===== src/rtl/tc_frame_capture_pkg.sv =====
// Shared definitions for the trigger-capture path: FSM state encodings and the
// common sample width used by the capture block and downstream accumulators.
package tc_frame_capture_pkg;

    localparam int unsigned TC_SAMPLE_W = 16;

    typedef enum logic [1:0] {
        ST_IDLE    = 2'd0,
        ST_ARMED   = 2'd1,
        ST_CAPTURE = 2'd2,
        ST_HOLDOFF = 2'd3
    } tc_state_t;

endpackage


===== src/rtl/tc_pair_unpack.sv =====
// Splits a packed {x0, x0z} pair and sign-extends both samples to TC_SAMPLE_W.
module tc_pair_unpack
    import tc_frame_capture_pkg::*;
#(
    parameter int unsigned BIT_WIDTH = 14
) (
    input  logic [2*BIT_WIDTH-1:0]   i_pair,
    output logic [TC_SAMPLE_W-1:0]   o_x0,
    output logic [TC_SAMPLE_W-1:0]   o_x0z
);

    logic [BIT_WIDTH-1:0] w_x0;
    logic [BIT_WIDTH-1:0] w_x0z;

    assign w_x0  = i_pair[2*BIT_WIDTH-1:BIT_WIDTH];
    assign w_x0z = i_pair[BIT_WIDTH-1:0];

    assign o_x0  = {{(TC_SAMPLE_W-BIT_WIDTH){w_x0[BIT_WIDTH-1]}},  w_x0};
    assign o_x0z = {{(TC_SAMPLE_W-BIT_WIDTH){w_x0z[BIT_WIDTH-1]}}, w_x0z};

endmodule


===== src/rtl/tc_frame_capture.sv =====
// Trigger-driven frame grabber on the read side of the pre-trigger delay FIFO:
// arms once the delay line is primed, then emits FRAME_PAIRS sign-extended pairs per trigger edge.
module tc_frame_capture
    import tc_frame_capture_pkg::*;
#(
    parameter int unsigned BIT_WIDTH   = 14,
    parameter int unsigned FRAME_PAIRS = 1000,
    parameter int unsigned HOLDOFF     = 16,
    parameter int unsigned CNT_W       = 16
) (
    input  logic                    clk,
    input  logic                    rst,
    input  logic [2*BIT_WIDTH-1:0]  tc_data_i,
    input  logic                    tc_ready_i,
    input  logic                    trig_i,
    input  logic                    enable_i,
    output logic [TC_SAMPLE_W-1:0]  x0_o,
    output logic [TC_SAMPLE_W-1:0]  x0z_o,
    output logic                    data_valid_o,
    output logic                    frame_start_o,
    output logic                    frame_end_o,
    output logic                    busy_o,
    output logic                    trig_lost_o,
    output logic [CNT_W-1:0]        frame_cnt_o
);

    localparam int unsigned PAIR_W = $clog2(FRAME_PAIRS);
    localparam int unsigned HOLD_W = (HOLDOFF > 1) ? $clog2(HOLDOFF) : 1;
    localparam logic [PAIR_W-1:0] LAST_PAIR = PAIR_W'(FRAME_PAIRS - 1);
    localparam logic [HOLD_W-1:0] LAST_HOLD = HOLD_W'(HOLDOFF - 1);

    tc_state_t r_state;
    tc_state_t w_next_state;

    logic                   r_trig_d;
    logic                   w_trig_edge;
    logic [PAIR_W-1:0]      r_pair_cnt;
    logic [HOLD_W-1:0]      r_hold_cnt;
    logic                   w_take;
    logic                   w_first;
    logic                   w_last;
    logic                   w_lost_set;
    logic [TC_SAMPLE_W-1:0] w_x0;
    logic [TC_SAMPLE_W-1:0] w_x0z;

    logic [TC_SAMPLE_W-1:0] r_x0;
    logic [TC_SAMPLE_W-1:0] r_x0z;
    logic                   r_valid;
    logic                   r_start;
    logic                   r_end;
    logic                   r_lost;
    logic [CNT_W-1:0]       r_frame_cnt;

    tc_pair_unpack #(
        .BIT_WIDTH (BIT_WIDTH)
    ) u_unpack (
        .i_pair (tc_data_i),
        .o_x0   (w_x0),
        .o_x0z  (w_x0z)
    );

    assign w_trig_edge = trig_i & ~r_trig_d;
    assign w_lost_set  = w_trig_edge && (r_state != ST_ARMED);

    always_ff @(posedge clk or posedge rst) begin
        if (rst) begin
            r_state <= ST_IDLE;
        end else begin
            r_state <= w_next_state;
        end
    end

    // Pair 0 is taken in the ARMED edge cycle itself, so CAPTURE starts at pair 1.
    always_comb begin
        w_next_state = r_state;
        w_take       = 1'b0;
        w_first      = 1'b0;
        w_last       = 1'b0;
        case (r_state)
            ST_IDLE: begin
                if (tc_ready_i && enable_i) begin
                    w_next_state = ST_ARMED;
                end
            end
            ST_ARMED: begin
                if (!tc_ready_i || !enable_i) begin
                    w_next_state = ST_IDLE;
                end else if (w_trig_edge) begin
                    w_take       = 1'b1;
                    w_first      = 1'b1;
                    w_next_state = ST_CAPTURE;
                end
            end
            ST_CAPTURE: begin
                if (!tc_ready_i) begin
                    w_next_state = ST_IDLE;
                end else begin
                    w_take = 1'b1;
                    if (r_pair_cnt == LAST_PAIR) begin
                        w_last       = 1'b1;
                        w_next_state = ST_HOLDOFF;
                    end
                end
            end
            ST_HOLDOFF: begin
                if (r_hold_cnt == LAST_HOLD) begin
                    w_next_state = (tc_ready_i && enable_i) ? ST_ARMED : ST_IDLE;
                end
            end
            default: w_next_state = ST_IDLE;
        endcase
    end

    always_ff @(posedge clk or posedge rst) begin
        if (rst) begin
            r_trig_d    <= 1'b0;
            r_pair_cnt  <= '0;
            r_hold_cnt  <= '0;
            r_x0        <= '0;
            r_x0z       <= '0;
            r_valid     <= 1'b0;
            r_start     <= 1'b0;
            r_end       <= 1'b0;
            r_lost      <= 1'b0;
            r_frame_cnt <= '0;
        end else begin
            r_trig_d <= trig_i;
            r_valid  <= w_take;
            r_start  <= w_first;
            r_end    <= w_last;

            if (w_take) begin
                r_x0  <= w_x0;
                r_x0z <= w_x0z;
            end

            if (w_first) begin
                r_pair_cnt <= PAIR_W'(1);
            end else if (w_take) begin
                r_pair_cnt <= r_pair_cnt + PAIR_W'(1);
            end

            if (r_state == ST_HOLDOFF) begin
                r_hold_cnt <= r_hold_cnt + HOLD_W'(1);
            end else begin
                r_hold_cnt <= '0;
            end

            if (w_last) begin
                r_frame_cnt <= r_frame_cnt + CNT_W'(1);
            end

            if (!enable_i) begin
                r_lost <= 1'b0;
            end else if (w_lost_set) begin
                r_lost <= 1'b1;
            end
        end
    end

    assign x0_o          = r_x0;
    assign x0z_o         = r_x0z;
    assign data_valid_o  = r_valid;
    assign frame_start_o = r_start;
    assign frame_end_o   = r_end;
    assign busy_o        = (r_state == ST_CAPTURE) || (r_state == ST_HOLDOFF);
    assign trig_lost_o   = r_lost;
    assign frame_cnt_o   = r_frame_cnt;

endmodule

===== config.mk =====
export PLATFORM = sky130hd
export DESIGN_NAME = tc_frame_capture
export DESIGN_NICKNAME = d
export VERILOG_FILES = /design/src/rtl/tc_frame_capture_pkg.sv /design/src/rtl/tc_pair_unpack.sv /design/src/rtl/tc_frame_capture.sv
export SDC_FILE = /design/constraint.sdc
export NUM_CORES = 1
export LEC_CHECK = 0
export ABC_CLOCK_PERIOD_IN_PS = 2110
export BUFFER_PORTS_ARGS = -buffer_cell sky130_fd_sc_hd__buf_4
export CAP_MARGIN = 10
export CORE_AREA = 10 10 109 111
export CTS_CLUSTER_SIZE = 40
export DETAILED_ROUTE_END_ITERATION = 7
export DIE_AREA = 0 0 119 121
export PLACE_DENSITY_LB_ADDON = 0.15
export SLEW_MARGIN = 20
export SYNTH_ARGS = -nofsm -noshare
export SYNTH_HDL_FRONTEND = slang
export SYNTH_SLANG_ARGS = --single-unit

===== constraint.sdc =====
create_clock -name clk -period 2.11 [get_ports clk]
set_input_delay 0.422 -clock clk [delete_from_list [all_inputs] [get_ports clk]]
set_output_delay 0.422 -clock clk [all_outputs]
set_load 0.01 [all_outputs]

==> results of run 1 <==
-- cells by family after synthesis --
| family | Yosys count | share of synthesized area (%) |
|---|---|---|
| AOI/OAI and AO/OA | 22 | 4.41 |
| adders and majority gates | 8 | 3.49 |
| muxes | 32 | 12.4 |
| and+or+nand+nor | 69 | 14.6 |
| xor gates and xnor gates | 18 | 5.50 |
| buffers and inverters | 16 | 2.84 |
| DFF | 65 | 56.7 |
-- cell type report --
type	instances	share of cell area, %
Clock buffer	9	3.20
Clock inverter	5	0.646
Inverter	5	0.485
Multi-Input combinational cell	149	30.0
Sequential cell	65	42.0
Tap cell	133	4.30
Timing Repair Buffer	93	19.3
-- metrics by stage --
step	hold WS, ns	cell area, sq um	std cells	worst slack [ns]
final	0.164	3870	459	0.153
after global routing	0.188	3870	459	0.00389
after CTS	0.170	3870	459	0.107
after detailed placement	0.466	3720	445	0.136
after global placement	0.454	3720	445	0.174
after floorplan	0.432	2870	230	0.0615
-- metal layers --
layer | vias to the layer above | GRT usage, % | share of wire (%)
met5 | - | 0 | 0
met4 | 0 | 4.58 | 1.8
met3 | 10 | 3.02 | 4.9
met2 | 42 | 15.1 | 50
met1 | 989 | 11.5 | 43
li1 | 1002 | - | -
-- worst max-delay path, stage by stage (launching register included) --
cell and delay (ns):
dfrtp_1 0.38, inv_1 0.10, ha_1 0.27, or2_2 0.32
buf_4 0.15
-- power breakdown --
part	internal [mW]	switching, mW	leakage, nW
logic	0.728	0.540	0.968
registers	1.53	0.170	0.868
clock network	0.402	0.450	0.0843
-- state kept, by name, indices dropped and copies added, names as in the netlist, 2 cells and up --
register	count
r_state	2
r_pair_cnt	10
r_hold_cnt	4
frame_cnt_o	16
x0z_o	14
x0_o	14
-- cell usage in the layout, fill, tap and decap left out, types with 2 or more instances in the layout --
cell	netlist	routed
xnor2_1	15	15
nand3_1	9	9
nor2_1	4	4
nor3_1	3	3
mux2_2	29	29
ha_1	8	7
inv_1	5	3
nand2b_1	2	2
nand4_1	14	14
inv_2	0	2
dfrtp_1	65	65
buf_4	4	89
or3_1	7	7
clkbuf_8	0	9
xor2_1	3	3
nor2b_1	2	2
mux2i_1	3	3
and2_1	7	7
clkinv_2	0	5
a21oi_1	10	10
and3_1	6	6
buf_12	0	4
nand2_1	7	7
and4_1	2	2
o21ai_0	7	7
-- worst max-delay path by stage --
stage | start | endpoint | cells after the start
4_1_cts | r_state[1]$_DFFE_PP0P_ | r_pair_cnt[7]$_DFFE_PP0P_ | 8
6_report | r_state[0]$_DFFE_PP0P_ | busy_o | 4
3_3_place_gp | r_state[1]$_DFFE_PP0P_ | r_pair_cnt[9]$_DFFE_PP0P_ | 7
2_1_floorplan | rst | data_valid_o$_DFF_PP0_ | 1
3_5_place_dp | r_state[1]$_DFFE_PP0P_ | r_pair_cnt[7]$_DFFE_PP0P_ | 8
5_1_grt | r_state[0]$_DFFE_PP0P_ | frame_cnt_o[14]$_DFFE_PP0P_ | 7
-- repair_timing --
item / CTS / global route
endpoints found under the setup margin: 0 / 5
endpoints found under the hold margin: 0 / 0
resized for setup: 0 / 2
==> impl_results.md, run 1 <==
* Status: complete, no violations
* Post-synthesis cell area at 2870 sq um
* Reg2Reg Depth at 8
* Top cells by count, synth: 65 x dfrtp_1, 29 x mux2_2, 15 x xnor2_1
* R2r setup slk at 0.17 ns
* FF-to-FF Start: r_state[1]$_DFFE_PP0P_
* Ant. Diodes at 0
* VDD IR-drop max at 0.000438 V
* Cts bufs inserted at 9
* Largest net degree at the start of global routing at 66
* Worst Skew at 0.0144 ns
* Die Y at 121 um
* Grt total ovfl at 0
* Fin. Hold Viols at 0
* Postcts setup bufs at 0
* Drt total wl at 6.69 mm
* DRC errors left at 0
* Syn-to-layout area delta at 35.0%
* Worst Path Max Fanout at 5
* Layout Nets at 364
* Reg area at 1630 sq um
* Initial Utilization at 29.8%
* Syn Nets at 271
* Count of unique library cells instantiated by Yosys at 34
* Row count at 36
* Fill cells at 960
* Final Util at 40.2%
* FF-to-FF End: r_pair_cnt[7]$_DFFE_PP0P_
* Via Count at 2043
* 1st-iter DRT viols at 77
* First-pass iteration count of the detailed router at 4
* Top-count cell post-synth: dfrtp_1
* WS Path Type: flop to output port
* Post-Syn Instances at 230
* Overall Power at 3.82 mW
* Worst-Margin Slew at 0.427 ns
* CTS tree: built
* Gr usage total at 9.54%
* HPWL after DPL at 4.89 mm
* Required @ worst endpoint at 1.69 ns
* Number of global-route vias before repair at 2257
* Die Area at 14400 sq um
* H-Tree Depth at 3
* Headroom to the max-slew limit at 71.5%
* Placer Congestion at 0.738
* Routed Antenna Nets at 0
* Vias per cell at 4.45
* Multi-input logic area at 1160 sq um
* WL/cell at 14.6 um
* Hold Buf Count CTS at 0
* Setup TNS at 0 ns
* Synth top area cells: dfrtp_1 57%, mux2_2 11%, xnor2_1 4.6%
* Post-synth top area share at 56.7%
* Chip Width at 119 um
* Syn avg cell area at 12.5 sq um
* Yosys Warn Count at 0
* Leak at 1.92 nW
* Clk buf depth at 2
* Fmax achieved at 511 MHz
* Setup Viol. Count Final at 0
* Post-route clock period utilization at 92.8%
* RSZ-0062 raised after global routing: false
* Yosys reg bits at 65
* Max cap viols at 0
* Crit path DAT at 1.54 ns
* Pins Over Slew Limit at 0
* Global-route wire length before repair at 11.2 mm
* Critical Path Source Type: flop
* Fin crit period at 1.96 ns
* Number of clock sinks at 65
* Pwr dens at 987 nW/um^2
* Share of layout cells above drive strength 1 at 43.6%
* Clk slew on worst S/H paths at 0.08 ns
* EDFF count, synth at 0
* Port Buffers at 85
* I/O pin total at 86
* Commonest register cell after synthesis: dfrtp_1
* Crit. End Element: output port
* Largest area contributor in the netlist: dfrtp_1
* Ys async rst share at 100%
* CTS Root Cell: clkbuf_8
* Hold/Removal Path Class: input pin to asynchronous set/reset pin
* Initial antenna violation count at 0
* Worst-Skew Late Latency at 0.33 ns
* Core Area at 9640 sq um
* Sequential fraction of the synthesis area at 56.7%
(Power assumes the default switching activity.)
==> inputs of run 2 (changes only) <==
Settings changed: CORE_AREA 10 10 109 111 to 3 3 102 104, DIE_AREA 0 0 119 121 to 0 0 105 107.
==> impl_results.md, run 2 (synthesis gave the netlist of run 1 again) <==
* Status: complete, no violations
* Global-route wire length before repair at 9.69 mm
* Multi-input logic area at 1160 sq um
* Setup TNS at 0 ns
* Number of global-route vias before repair at 1978
* Post-route clock period utilization at 94.6%
* Initial Utilization at 29.8%
* Reg area at 1630 sq um
* Die Y at 107 um
* Fmax achieved at 501 MHz
* Clk buf depth at 2
* First-pass iteration count of the detailed router at 4
* Leak at 1.94 nW
* Row count at 36
* Crit path DAT at 1.57 ns
* Worst Skew at 0.00887 ns
* Clk slew on worst S/H paths at 0.07 ns
* Cts bufs inserted at 9
* Critical Path Source Type: flop
* Setup Viol. Count Final at 0
* Max cap viols at 0
* Max reg flops at 16
* CTS Root Cell: clkbuf_8
* Gr usage total at 10.9%
* Port Buffers at 85
* P_sw at 1.17 mW
* WS Path Type: flop to output port
* Fin crit period at 2.00 ns
* Fill cells at 955
* FF-to-FF Start: r_state[1]$_DFFE_PP0P_
* Headroom to the max-slew limit at 72.3%
* Most frequent cells in the layout: 95 x buf_4, 65 x dfrtp_1, 29 x mux2_2, 15 x xnor2_1, 14 x nand4_1
* Drt total wl at 6.08 mm
* CP peak stage delay at 0.40 ns
* DRC errors left at 0
* 1st-iter DRT viols at 59
* Worst-Margin Slew at 0.413 ns
* Crit. End Element: output port
* Chip Width at 105 um
* CTS tree: built
* Placer Congestion at 0.765
* Worst-Skew Late Latency at 0.33 ns
* I/O pin total at 86
* HPWL after DPL at 4.23 mm
* Most common cell after layout, fill and taps aside: buf_4
* Ant. Diodes at 0
* Critical Path Source: r_state[0]$_DFFE_PP0P_
* Clock share of power at 25.6%
* Pwr dens at 1010 nW/um^2
* Via Count at 2070
* WL/cell at 13.0 um
* Routed Antenna Nets at 0
* Hold Buf Count CTS at 0
* R2r setup slk at 0.12 ns
* Hold/Removal Path Class: input pin to asynchronous set/reset pin
* Worst path cell trace: inv_1 > ha_1 > or2_2 > buf_4
* Sequential Power Share at 42.8%
* Fin. Hold Viols at 0
* Sw Share at 29.4%
* Grt total ovfl at 0
* Overall Power at 3.97 mW
* RSZ-0062 raised after global routing: false
* Reg2Reg Depth at 8
* Bufs and invs on worst path at 2
* Layout Nets at 369
* Share of layout cells above drive strength 1 at 44.1%
* Die Area at 11200 sq um
* Pins Over Slew Limit at 0
* P_int at 2.81 mW
* Vias per cell at 4.44
* FF-to-FF End: r_pair_cnt[3]$_DFFE_PP0P_
* Number of clock sinks at 65
* Syn-to-layout area delta at 36.7%
* CP top delay family: flip-flops
* Worst Path Max Fanout at 5
* VDD IR-drop max at 0.000470 V
* Initial antenna violation count at 0
* Core Area at 9640 sq um
* Logic gate share of total power at 31.5%
* Required @ worst endpoint at 1.69 ns
* H-Tree Depth at 3
* Largest net degree at the start of global routing at 66
* CP max stage cell: dfrtp_1
[run 2: changes by cell type in the layout (fill, tap and decap cells not counted), sizes merged]
cell,delta
clkinv,-2
buf,+4
clkinvlp,+1
clkbuf,+3
bufinv,+1
[run 2: per-layer routing]
metal	track usage, %	vias to the layer above	part of all wire (%)
met5	0	-	0
met4	5.90	0	1.9
met1	13.9	995	45
met2	16.9	51	49
li1	-	1015	-
met3	2.77	9	4.9
[run 2: worst max-delay path by stage]
stage | slack [ns] | cells after the start | end
CTS | 0.07 | 6 | x0_o[3]$_DFFE_PP0P_
global route | 0.006 | 8 | r_pair_cnt[5]$_DFFE_PP0P_
finish | 0.11 | 4 | busy_o
detailed placement | 0.08 | 6 | x0_o[3]$_DFFE_PP0P_
global placement | 0.14 | 6 | x0_o[13]$_DFFE_PP0P_
floorplan | 0.06 | 1 | data_valid_o$_DFF_PP0_
[run 2: repair_timing]
item                       CTS  global route
buffers inserted             0             5
setup endpoints to repair    0            34
resized for setup            0             2
[run 2: per-stage QoR]
| stage | instances | area, sq um | worst slack [ns] | utilization, % | hold slack [ns] |
|---|---|---|---|---|---|
| 2_1_floorplan | 230 | 2870 | 0.0615 | - | 0.432 |
| 3_3_place_gp | 445 | 3690 | 0.144 | 38.3 | 0.450 |
| 3_5_place_dp | 445 | 3690 | 0.0770 | 38.3 | 0.458 |
| 4_1_cts | 461 | 3880 | 0.0677 | 40.3 | 0.169 |
| 5_1_grt | 466 | 3920 | 0.00595 | 40.7 | 0.200 |
| 6_report | 466 | 3920 | 0.114 | 40.7 | 0.168 |
[run 2: power groups by stage]
stage               Sequential, mW  Clock [mW]  Combinational (mW)
floorplan                     1.82           0               0.566
global placement              1.72           0                1.24
detailed placement            1.72           0                1.25
CTS                           1.70        1.07                1.25
global route                  1.74        1.11                1.35
finish                        1.70        1.02                1.25
[run 2: final cells by class]
cell class                      count  area share [%]
Sequential cell                    65            41.5
Tap cell                          133            4.25
Clock buffer                       11            3.35
Timing Repair Buffer               98            19.3
Multi-Input combinational cell    149            29.7
Inverter                            5           0.479
Clock inverter                      5            1.44
[run 2: worst reg2reg max path, cell delays in order (launching register included)]
cell and delay (ns):
dfrtp_1 0.41, inv_2 0.10, ha_2 0.21, and4b_1 0.20
o211ai_1 0.18, buf_4 0.20, buf_12 0.15, or3_1 0.35
a21oi_1 0.14
